[config.mk]
export PLATFORM = sky130hd
export DESIGN_NAME = program_loader
export DESIGN_NICKNAME = d
export VERILOG_FILES = /design/src/rtl/program_loader.sv
export SDC_FILE = /design/constraint.sdc
export NUM_CORES = 1
export LEC_CHECK = 0
export ABC_AREA = 1
export CORE_MARGIN = 5
export CORE_UTILIZATION = 51
export CTS_CLUSTER_DIAMETER = 120
export DETAILED_ROUTE_END_ITERATION = 10
export GPL_TIMING_DRIVEN = 0
export PLACE_DENSITY = 0.79
export SLEW_MARGIN = 25
export SYNTH_ARGS = -nofsm -noshare
export SYNTH_HDL_FRONTEND = slang
export SYNTH_SLANG_ARGS = --single-unit
[constraint.sdc]
create_clock -name clk -period 2.15 [get_ports clk]
set_input_delay 0.215 -clock clk [delete_from_list [all_inputs] [get_ports clk]]
set_output_delay 0.215 -clock clk [all_outputs]
set_load 0.02 [all_outputs]
[src/rtl/program_loader.sv]
// Byte-stream program loader for the 4-bit CPU: header byte gives the word count,
// then each 11-bit instruction arrives as a HI/LO byte pair and is written to program RAM.
module program_loader #(
  parameter int DW = 11,
  parameter int AW = 3
) (
  input  logic          clk,
  input  logic          reset,
  input  logic          start,
  input  logic          abort,
  input  logic          rx_valid,
  input  logic [7:0]    rx_data,
  output logic          rx_ready,
  output logic          RAM_Write_Enable,
  output logic [AW-1:0] RAM_Write_Address,
  output logic [DW-1:0] RAM_Write_Data,
  output logic          PC_Enable,
  output logic          busy,
  output logic          err,
  output logic [AW:0]   words_loaded
);

  localparam int unsigned DEPTH = 1 << AW;

  typedef enum logic [2:0] {
    S_IDLE,
    S_HDR,
    S_HI,
    S_LO,
    S_WRITE,
    S_RUN,
    S_ERR
  } state_t;

  state_t        state, state_next;
  logic [3:0]    count;
  logic [AW-1:0] index;
  logic [2:0]    word_hi;
  logic          accept;
  logic          load_clear;
  logic          idx_inc;
  logic          last_word;

  assign accept    = rx_valid && rx_ready;
  assign last_word = (int'(index) + 1) == int'(count);

  always_comb begin
    state_next = state;
    load_clear = 1'b0;
    idx_inc    = 1'b0;
    if (abort) begin
      state_next = S_IDLE;
    end else begin
      unique case (state)
        S_IDLE: begin
          if (start) begin
            state_next = S_HDR;
            load_clear = 1'b1;
          end
        end
        S_HDR: begin
          if (accept) begin
            if (rx_data[7:4] != 4'd0 || rx_data[3:0] == 4'd0 ||
                {1'b0, rx_data[3:0]} > 5'(DEPTH))
              state_next = S_ERR;
            else
              state_next = S_HI;
          end
        end
        S_HI: begin
          if (accept) begin
            if (rx_data[7:3] != 5'd0) state_next = S_ERR;
            else                      state_next = S_LO;
          end
        end
        S_LO: begin
          if (accept) state_next = S_WRITE;
        end
        S_WRITE: begin
          if (last_word) begin
            state_next = S_RUN;
          end else begin
            state_next = S_HI;
            idx_inc    = 1'b1;
          end
        end
        S_RUN, S_ERR: begin
          if (start) begin
            state_next = S_HDR;
            load_clear = 1'b1;
          end
        end
        default: state_next = S_IDLE;
      endcase
    end
  end

  // Outputs are decoded from the next state so they register in step with it.
  always_ff @(posedge clk or negedge reset) begin
    if (!reset) begin
      state             <= S_IDLE;
      rx_ready          <= 1'b0;
      RAM_Write_Enable  <= 1'b0;
      RAM_Write_Address <= '0;
      RAM_Write_Data    <= '0;
      PC_Enable         <= 1'b0;
      busy              <= 1'b0;
      err               <= 1'b0;
      words_loaded      <= '0;
      count             <= '0;
      index             <= '0;
      word_hi           <= '0;
    end else begin
      state            <= state_next;
      rx_ready         <= (state_next == S_HDR) || (state_next == S_HI) || (state_next == S_LO);
      busy             <= (state_next == S_HDR) || (state_next == S_HI) ||
                          (state_next == S_LO)  || (state_next == S_WRITE);
      RAM_Write_Enable <= (state_next == S_WRITE);
      PC_Enable        <= (state_next == S_RUN);
      err              <= (state_next == S_ERR);

      if (state == S_HDR && accept && !abort) count <= rx_data[3:0];
      if (state == S_HI && accept && !abort)  word_hi <= rx_data[2:0];

      if (state_next == S_WRITE) begin
        RAM_Write_Address <= index;
        RAM_Write_Data    <= DW'({word_hi, rx_data});
      end

      if (load_clear) begin
        index        <= '0;
        words_loaded <= '0;
      end else begin
        if (idx_inc) index <= index + 1'b1;
        if (state == S_WRITE) words_loaded <= words_loaded + 1'b1;
      end
    end
  end

endmodule

Yosys cells after proc, flatten, opt, wreduce, memory -nomap -nowiden
Index checks and enable logic that the tools add are counted.
- bits in registers: 36
- input port bits: 13
- output and inout port bits: 23
- word-level logic and storage cells: 66
- add/sub/neg operators: 3
- magnitude comparators: 1
- equality and inequality tests: 13
- muxes and demuxes: 19
- reduce and logical (&&, ||, !) cells: 18
- operators with widths (operator ; number):
    3-bit two-way mux ; 10
    3-bit == test, second input constant ; 6
    3-bit one-hot mux with 5 select lines ; 1
    3-bit by 2-bit == test with 1-bit output, second input constant ; 4
    4-bit two-way mux ; 2
    3-bit by 1-bit == test with 1-bit output, second input constant ; 2
    1-bit two-way mux ; 6
    1-bit logical AND ; 5
    1-bit logical OR ; 5
    5-bit nonzero test ; 1
    3-bit by 1-bit adder with 4-bit output, second input constant ; 1
    4-bit by 1-bit adder with 4-bit output, second input constant ; 1
    4-bit == test ; 1
    4-bit greater-than comparator, second input constant ; 1
    4-bit logical NOT ; 1
    2-bit nonzero test ; 2
    4-bit nonzero test ; 1
    3-bit by 1-bit adder with 3-bit output, second input constant ; 1
    3-bit logical NOT ; 1
    3-bit OR reduction ; 1
    1-bit logical NOT ; 1

Logic depth before layout (Yosys ltp)
Gate-level depths: netlist of the first run.
- depth after elaboration: 11
- mapped depth: 13

Worst setup path before layout of the first run
OpenSTA, ideal clock, no wires.
- path type: register to register
- start point: reg index[0]
- end point: reg RAM_Write_Data[0]
- library setup time: 117 ps
- arrival: 1693 ps
- data required time: 2033 ps
- setup slack: 340 ps
- cell stages (with the launch flop): 13
- path buffers: 1
- clock period less this slack: 1810 ps
- path through: dfrtp_1 ha_1 inv_1 nand2_1 nand2_1 nand2_1 nor2_2 nand3_2 nand3_1 nand4_4 buf_6 nand2_1 nand2_1
- cells in the longest elaborated chain, start to end: 6
- RTL lines (item ; line ; text):
    start: declaration ; 37 ; logic [AW-1:0] index;
    start signal: assignment ; 134 ; if (idx_inc) index <= index + 1'b1;
    3-bit by 1-bit adder with 4-bit output ; 45 ; assign last_word = (int'(index) + 1) == int'(count);
    4-bit == test ; 45 ;
    3-bit two-way mux ; 80 ; if (last_word) begin
    3-bit one-hot mux with 5 select lines ; 54 ; unique case (state)
    3-bit two-way mux ; 51 ; if (abort) begin
    3-bit == test ; 125 ; if (state_next == S_WRITE) begin
    end signal: assignment ; 127 ; RAM_Write_Data <= DW'({word_hi, rx_data});
    end: declaration ; 16 ; output logic [DW-1:0] RAM_Write_Data,
No other way between the ends.
A chain may end at the register's enable or synchronous reset.

Final worst setup path of the first run
- start point: reg index[0]
- end point: reg RAM_Write_Data[6]
The elaborated chain is that of the path after synthesis.

==> results of run 1 <==
## critical path, stage by stage (launching register included)
cell     delay (ns)
dfrtp_1        0.42
ha_1           0.34
inv_1          0.06
nand2_1        0.04
nand2_1        0.05
nand2_1        0.06
nor2_2         0.14
nand3_2        0.16
nand3_2        0.14
nand2_4        0.10
buf_6          0.17
nand4_1        0.10
nand2_1        0.07
## worst max-delay path by stage
stage                                 to  slack, ns  cells after the start
floorplan              RAM_Write_Data[0]       0.34                     12
global placement                index[0]       0.06                      1
detailed placement     RAM_Write_Data[6]       0.12                     12
CTS                    RAM_Write_Data[6]       0.10                     11
global route        RAM_Write_Address[1]     -0.003                     11
finish                 RAM_Write_Data[6]       0.18                     12
## through the flow
step	worst slack (ns)	utilization, %	hold WS, ns	TNS (ns)	instances
finish	0.1797	67.63	0.4093	0	323
global route	-0.003026	67.63	0.4496	-0.004161	323
CTS	0.1023	66.24	0.4086	0	320
detailed placement	0.1171	63.46	0.1780	0	311
global placement	0.05522	62.84	0.4543	0	310
floorplan	0.3401	-	-0.08059	0	227
## per-layer routing
| metal | up-vias | global-route usage (%) |
|---|---|---|
| li1 | 820 | - |
| met1 | 774 | 24.91 |
| met2 | 28 | 28.27 |
| met3 | 8 | 4.460 |
| met4 | 0 | 8.298 |
| met5 | - | 0 |
## synthesized netlist by cell type
cell,count
nand2_1,68
dfrtp_1,36
inv_1,31
nand4_1,18
nand3_1,13
nor2_1,13
o21ai_0,10
nand2_2,5
nor3_1,5
buf_6,4
inv_2,4
nor2_2,4
a21oi_2,2
ha_1,2
nand3_2,2
xor2_1,2
a21oi_4,1
a22oi_1,1
and2_1,1
nand4_4,1
nor2_4,1
nor3_2,1
o211ai_1,1
o21ai_1,1
## power by group through the flow
stage | clock network (mW) | logic, mW | registers, mW
after floorplan | 0 | 0.568 | 1.22
after global placement | 0 | 1.15 | 1.06
after detailed placement | 0 | 1.19 | 1.07
after CTS | 0.500 | 1.20 | 1.06
after global routing | 0.528 | 1.34 | 1.09
final | 0.482 | 1.21 | 1.06
## logic make-up (layout without fill, tap and decap cells)
| kind of cell | count (synthesis) | after routing | synth area share [%] |
|---|---|---|---|
| AND/OR/NAND/NOR | 132 | 132 | 34.05 |
| adder cells (fa/ha/maj) | 2 | 2 | 1.348 |
| buffers and inverters | 39 | 87 | 9.507 |
| XOR/XNOR | 2 | 2 | 0.9442 |
| flip-flops | 36 | 36 | 48.55 |
| AO/OA/AOI/OAI | 16 | 16 | 5.597 |
## cells in the final DEF (no fill, tap or decap), types with 2 or more instances in the layout
cell	count
dfrtp_1	36
nand2_1	68
nand2_2	3
nor2_2	4
nor2_1	13
xor2_1	2
nand3_2	3
ha_1	2
buf_6	4
clkbuf_8	6
buf_4	2
nand2_4	2
nand3_1	12
clkbuf_1	2
nor3_1	5
inv_1	31
clkdlybuf4s50_1	34
nand4_1	18
inv_2	4
o21ai_0	10
a21oi_2	2
## sequential cells by signal (all words and copies together), names as in the netlist
name / cells
rx_ready: 1
state: 3
index: 3
RAM_Write_Address: 3
RAM_Write_Data: 11
busy: 1
PC_Enable: 1
RAM_Write_Enable: 1
err: 1
word_hi: 3
words_loaded: 4
count: 4
## layout make-up
class | instances | area (um2)
well taps | 48 | 60.06
multi-input cells | 152 | 793.3
clock buffers | 8 | 90.09
repair buffers | 40 | 417.9
plain buffers | 4 | 45.04
fillers | 296 | 1167
flip-flops and latches | 36 | 900.9
inverters | 35 | 131.4
## repair_timing
item	4_1_cts	5_1_grt
hold endpoints to repair	16	0
setup buffers	0	3
setup endpoints to repair	0	12
gates resized for setup	0	3
hold buffers	1	0
==> reports/qor.yml, run 1 <==
cts:
  clk_path_buf_depth: 2
  tritoncts: "yes"
  h-tree-depth: 2
  clock_sinks: 36
  cts-root-buf: "clkbuf_8"
  clk_pin_slew_ns: 0.07
  worstSkewPairLatency_ns: 0.28
  cts_buffers: 5
pwr:
  clkPwrFrac_pct: 17.6
  cellInternalPower_mw: 1.675
  power_frac_comb_pct: 43.9
  cellPowerDensity_mw_per_mm2: 1127
  total_power_mw: 2.747
  peakVddDrop_v: 0.0007367
  leakage_nw: 1.271
  power_frac_seq_pct: 38.5
  p_sw_mw: 1.072
  p_sw_share_pct: 39.03
layout:
  antenna_cells: 0
  drive_above_1_share_pct: 13.45
  syn_to_final_growth_pct: 31.42
  nets: 289
  finalInstanceArea_mm2: 0.002439
routing:
  wirelength_mm: 4.255
  met2_length_mm: 2.117
  dr_wl_met3_um: 166
  viasPerCell: 5.046
  top_layer_used: "met4"
  vias: 1630
  ant_nets: 0
  drt_iter0_drc: 163
  drt_first_pass_iters: 4
  wl_per_cell_um: 13.17
  drc: 0
  wl_met1_mm: 1.893
critical_path:
  crit_path_start: "index[0]"
  worstPathRequired_ns: 2.33
  rrSetupSlack_ns: 0.18
  path_max_fanout: 10
  timing.rr.end: "RAM_Write_Data[6]"
  start_kind: "flop"
  reg2regPathDepth: 12
  end_kind: "flop"
  critPathArrivalTime_ns: 2.15
  crit_type: "reg2reg"
  timing.rr.start: "index[0]"
timing:
  period_needed_ns: 1.970
  worst_slew_pin_slew_ns: 0.4285
  clock_skew_ns: 0.005663
  fmax_mhz: 507.5
  finalHoldViolations: 0
  slew_headroom_pct: 71.43
  layout_worst_path_cycle_share_pct: 91.64
  maxSlewViolCount: 0
  setup_viol: 0
placement:
  dp_hpwl_mm: 3.184
  dpl_cell_area_mm2: 0.002288
  port_buffers: 35
  gp_congestion: 0.8189
floorplan:
  fp.dieW_um: 70.32
  core_area_mm2: 0.003606
  dieArea_mm2: 0.004945
  initial_core_util_pct: 51.46
  num_rows: 22
  die_h_um: 70.32
  io_pins: 36
yosys:
  postSynthAreaPerCell_um2: 8.174
  syn_nets: 242
  synthCells: 227
  yosys_warnings: 0
  synth.area.top_cells: "dfrtp_1 (49%), nand2_1 (14%), inv_1 (6.3%)"
  yosys.area.top_type: "dfrtp_1"
  synth.top_cell.area_share_pct: 48.55
  ys_seq_area_share_pct: 48.55
  syn_area_mm2: 0.001856
  netlist-cell-type-count: 24
  synth-seq-cells: 36
grt:
  grt.total_usage_pct: 18.56
  grt_pass1_wl_mm: 7.265
  grt_overflow: 0
  grt_max_degree: 21
  antenna_found_initial: 0
  grt_pass1_vias: 1525
run_status:
  status: "finished clean"
job:
  cap_viol_max_count: 0
hold_path:
  hp-class: "in2async"
No activity file was read; power rests on OpenSTA's default activity.
==> inputs of run 2 (changes only) <==
--- a/config.mk
+++ b/config.mk
@@ -7,12 +7,13 @@
 export LEC_CHECK = 0
 export ABC_AREA = 1
 export CORE_MARGIN = 5
-export CORE_UTILIZATION = 51
+export CORE_UTILIZATION = 46
 export CTS_CLUSTER_DIAMETER = 120
 export DETAILED_ROUTE_END_ITERATION = 10
 export GPL_TIMING_DRIVEN = 0
-export PLACE_DENSITY = 0.79
+export PLACE_DENSITY = 0.75
 export SLEW_MARGIN = 25
 export SYNTH_ARGS = -nofsm -noshare
 export SYNTH_HDL_FRONTEND = slang
 export SYNTH_SLANG_ARGS = --single-unit
+export TNS_END_PERCENT = 5
==> constraint.sdc (replaced) <==
create_clock -name clk -period 1.7 [get_ports clk]
set_input_delay 0.17 -clock clk [delete_from_list [all_inputs] [get_ports clk]]
set_output_delay 0.17 -clock clk [all_outputs]
set_load 0.02 [all_outputs]
==> run 2 against run 1 <==
  * The flow now finishes with violations (setup timing)
  * Cell area rose by 1.6%
  * Total power increased by 30%
  * Worst setup slack worse by 0.29 ns
  * Via count is 0.61% higher
  * Sequential cell count stayed put
  * Non-clock buffer count increased by 3
  * Sequential power increased by 25%
  * First-iteration DRC count decreased by 47%
  * Critical path depth fell by 1
  * Maximum frequency grew 8.9%
  * Clock-buffer cell count decreased by 1
  * Critical path type unchanged
  * Largest power group unchanged
==> reports/qor.yml, run 2 (synthesis gave the netlist of run 1 again) <==
routing:
  drt_iter0_drc: 86  # -47%
  wl_per_cell_um: 12.72  # -3.4%
  wirelength_mm: 4.161  # -2.2%
  ant_nets: 0  # unchanged
  viasPerCell: 5.015  # -0.62%
  drt_first_pass_iters: 4  # unchanged
  vias: 1640  # +0.61%
  drc: 0  # unchanged
cts:
  tritoncts: "yes"
  clock_sinks: 36  # unchanged
  clk_path_buf_depth: 2  # unchanged
  h-tree-depth: 2  # unchanged
  worstSkewPairLatency_ns: 0.28  # about the same
  clk_pin_slew_ns: 0.07  # about the same
  cts-root-buf: "clkbuf_8"
  cts_buffers: 5  # unchanged
critical_path:
  worstPathRequired_ns: 1.87  # -0.46 ns
  critPathArrivalTime_ns: 1.98  # -0.17 ns
  cpPeakStageDelay_ns: 0.41  # about the same
  path_common_cell: "nand2_1"
  slowest_stage: "dfrtp_1"
  cp_top_family: "simple AND/OR/NAND/NOR gates"
  cp_num_buf_inv: 1  # -1
  start_kind: "flop"
  end_kind: "flop"
  crit_type: "reg2reg"
  path_max_fanout: 10  # unchanged
  cp.depth: 11  # -1
  reg2regPathDepth: 11  # -1
  crit_chain: "ha_4, nand2_1, nand2_1, nand2_1, nor2_2, nand2_1, a21oi_2, nand4_4, buf_6, nand2_1, nand2_1"
grt:
  grt.total_usage_pct: 17.65  # -0.92 points
  grt_pass1_wl_mm: 7.341  # +1.0%
  grt_overflow: 0  # unchanged
  grt_max_degree: 25  # +19%
  antenna_found_initial: 0  # unchanged
  grt_pass1_vias: 1604  # +5.2%
timing:
  worst_slew_pin_slew_ns: 0.3574  # -0.07107 ns
  setup_viol: 19  # +19
  fmax_mhz: 552.9  # +8.9%
  final.setup.worst_slack_ns: -0.1087  # -0.2884 ns
  slew_headroom_pct: 76.01  # +4.6 points
  period_needed_ns: 1.809  # -0.1616 ns
  clock_skew_ns: 0.004582  # -0.001081 ns
  maxSlewViolCount: 0  # unchanged
  layout_worst_path_cycle_share_pct: 106.4  # +15 points
  finalHoldViolations: 0  # unchanged
  rsz0062_at_grt: "yes"
placement:
  dpl_cell_area_mm2: 0.002296  # +0.33%
  gp_congestion: 0.8535  # +4.2%
  place_inst: 313  # +0.64%
  dp_hpwl_mm: 3.136  # -1.5%
  port_buffers: 35  # unchanged
layout:
  nets: 292  # +1.0%
  finalInstanceArea_mm2: 0.002477  # +1.6%
  regMostFlops: "RAM_Write_Data"
  layout_commonest_cell: "nand2_1"
  syn_to_final_growth_pct: 33.51
  largest_reg_flops: 11  # unchanged
  reg.largest.list: "RAM_Write_Data x11, count x4, words_loaded x4"
  fillers: 342  # +16%
  antenna_cells: 0  # unchanged
  layout.cells.non_filler: 327  # +1.2%
  drive_above_1_share_pct: 15.16  # +1.7 points
  layout_common_cells: "nand2_1 (68), dfrtp_1 (36), clkdlybuf4s50_1 (34)"
pwr:
  total_power_mw: 3.560  # +30%
  cellPowerDensity_mw_per_mm2: 1437  # +28%
  cellInternalPower_mw: 2.198  # +31%
  p_sw_mw: 1.362  # +27%
  p_sw_share_pct: 38.26  # -0.77 points
  leakage_nw: 1.285  # +1.1%
  power_frac_comb_pct: 44.8  # +0.9 points
  peakVddDrop_v: 0.0006968  # -5.4%
  clkPwrFrac_pct: 17.9  # +0.3 points
  power_frac_seq_pct: 37.3  # -1.2 points
floorplan:
  core_area_mm2: 0.003943  # +9.3%
  dieArea_mm2: 0.005404  # +9.3%
  fp.dieW_um: 73.51  # +4.5%
  num_rows: 23  # +4.5%
  die_h_um: 73.51  # +4.5%
  initial_core_util_pct: 47.06  # -4.4 points
  io_pins: 36  # unchanged
hold_path:
  hp-class: "in2async"
run_status:
  status: "finished with violations"
  violations: "setup timing"
job:
  cap_viol_max_count: 0  # unchanged
==> run 2: cell types whose count changed in the layout (fill, tap and decap cells not counted), sizes merged <==
cell / change
buf: +3
clkbuf: -1
==> run 2: cell type report <==
cell class	count	area, um2	area share [%]
buffer	4	48.80	1.970
sequential	36	900.9	36.36
clock buffer	7	96.34	3.889
timing repair buffer	43	431.7	17.42
tap	50	62.56	2.525
multi-input combinational	152	805.8	32.53
inverter	35	131.4	5.303
==> run 2: per-layer routing <==
| layer | vias up | wire (um) | GRT usage, % |
|---|---|---|---|
| met4 | 0 | 73 | 6.237 |
| met2 | 37 | 1967 | 27.07 |
| li1 | 830 | - | - |
| met1 | 764 | 1931 | 24.04 |
| met3 | 9 | 188 | 4.651 |
| met5 | - | 0 | 0 |
==> run 2: path summary, 6_finish.rpt <==
| kind | from | to | slack (ns) |
|---|---|---|---|
| min | reset | rx_ready | 0.32 |
| min in group clk | RAM_Write_Data[1] | RAM_Write_Data[1] | 0.47 |
| max in group asynchronous | reset | RAM_Write_Data[9] | 0.96 |
| max | index[0] | RAM_Write_Data[7] | -0.11 |
| max reg2reg | index[0] | RAM_Write_Data[7] | -0.11 |
| min reg2reg | RAM_Write_Data[1] | RAM_Write_Data[1] | 0.47 |
==> run 2: timing repair <==
item	CTS	global route
buffers inserted	6	0
endpoints found under the setup margin	25	25
hold endpoints to repair	12	0
hold buffers	1	0
gates resized for setup	4	1
pin swaps	5	0
==> run 2: metrics by stage <==
| step | setup TNS [ns] | utilization (%) | hold slack [ns] | worst slack [ns] |
|---|---|---|---|---|
| floorplan | -0.4858 | - | -0.1256 | -0.05857 |
| global placement | -16.73 | 57.66 | 0.4577 | -0.3511 |
| detailed placement | -4.975 | 58.24 | 0.09299 | -0.3041 |
| CTS | -1.450 | 62.74 | 0.3261 | -0.1141 |
| global route | -6.022 | 62.84 | 0.3510 | -0.3178 |
| finish | -1.393 | 62.84 | 0.3172 | -0.1087 |
==> run 2: power by group through the flow <==
stage / clock, mW / combinational [mW] / sequential (mW)
after global routing: 0.697 / 1.78 / 1.38
final: 0.638 / 1.60 / 1.33
after global placement: 0 / 1.46 / 1.34
after detailed placement: 0 / 1.50 / 1.35
after CTS: 0.657 / 1.60 / 1.33
after floorplan: 0 / 0.717 / 1.54
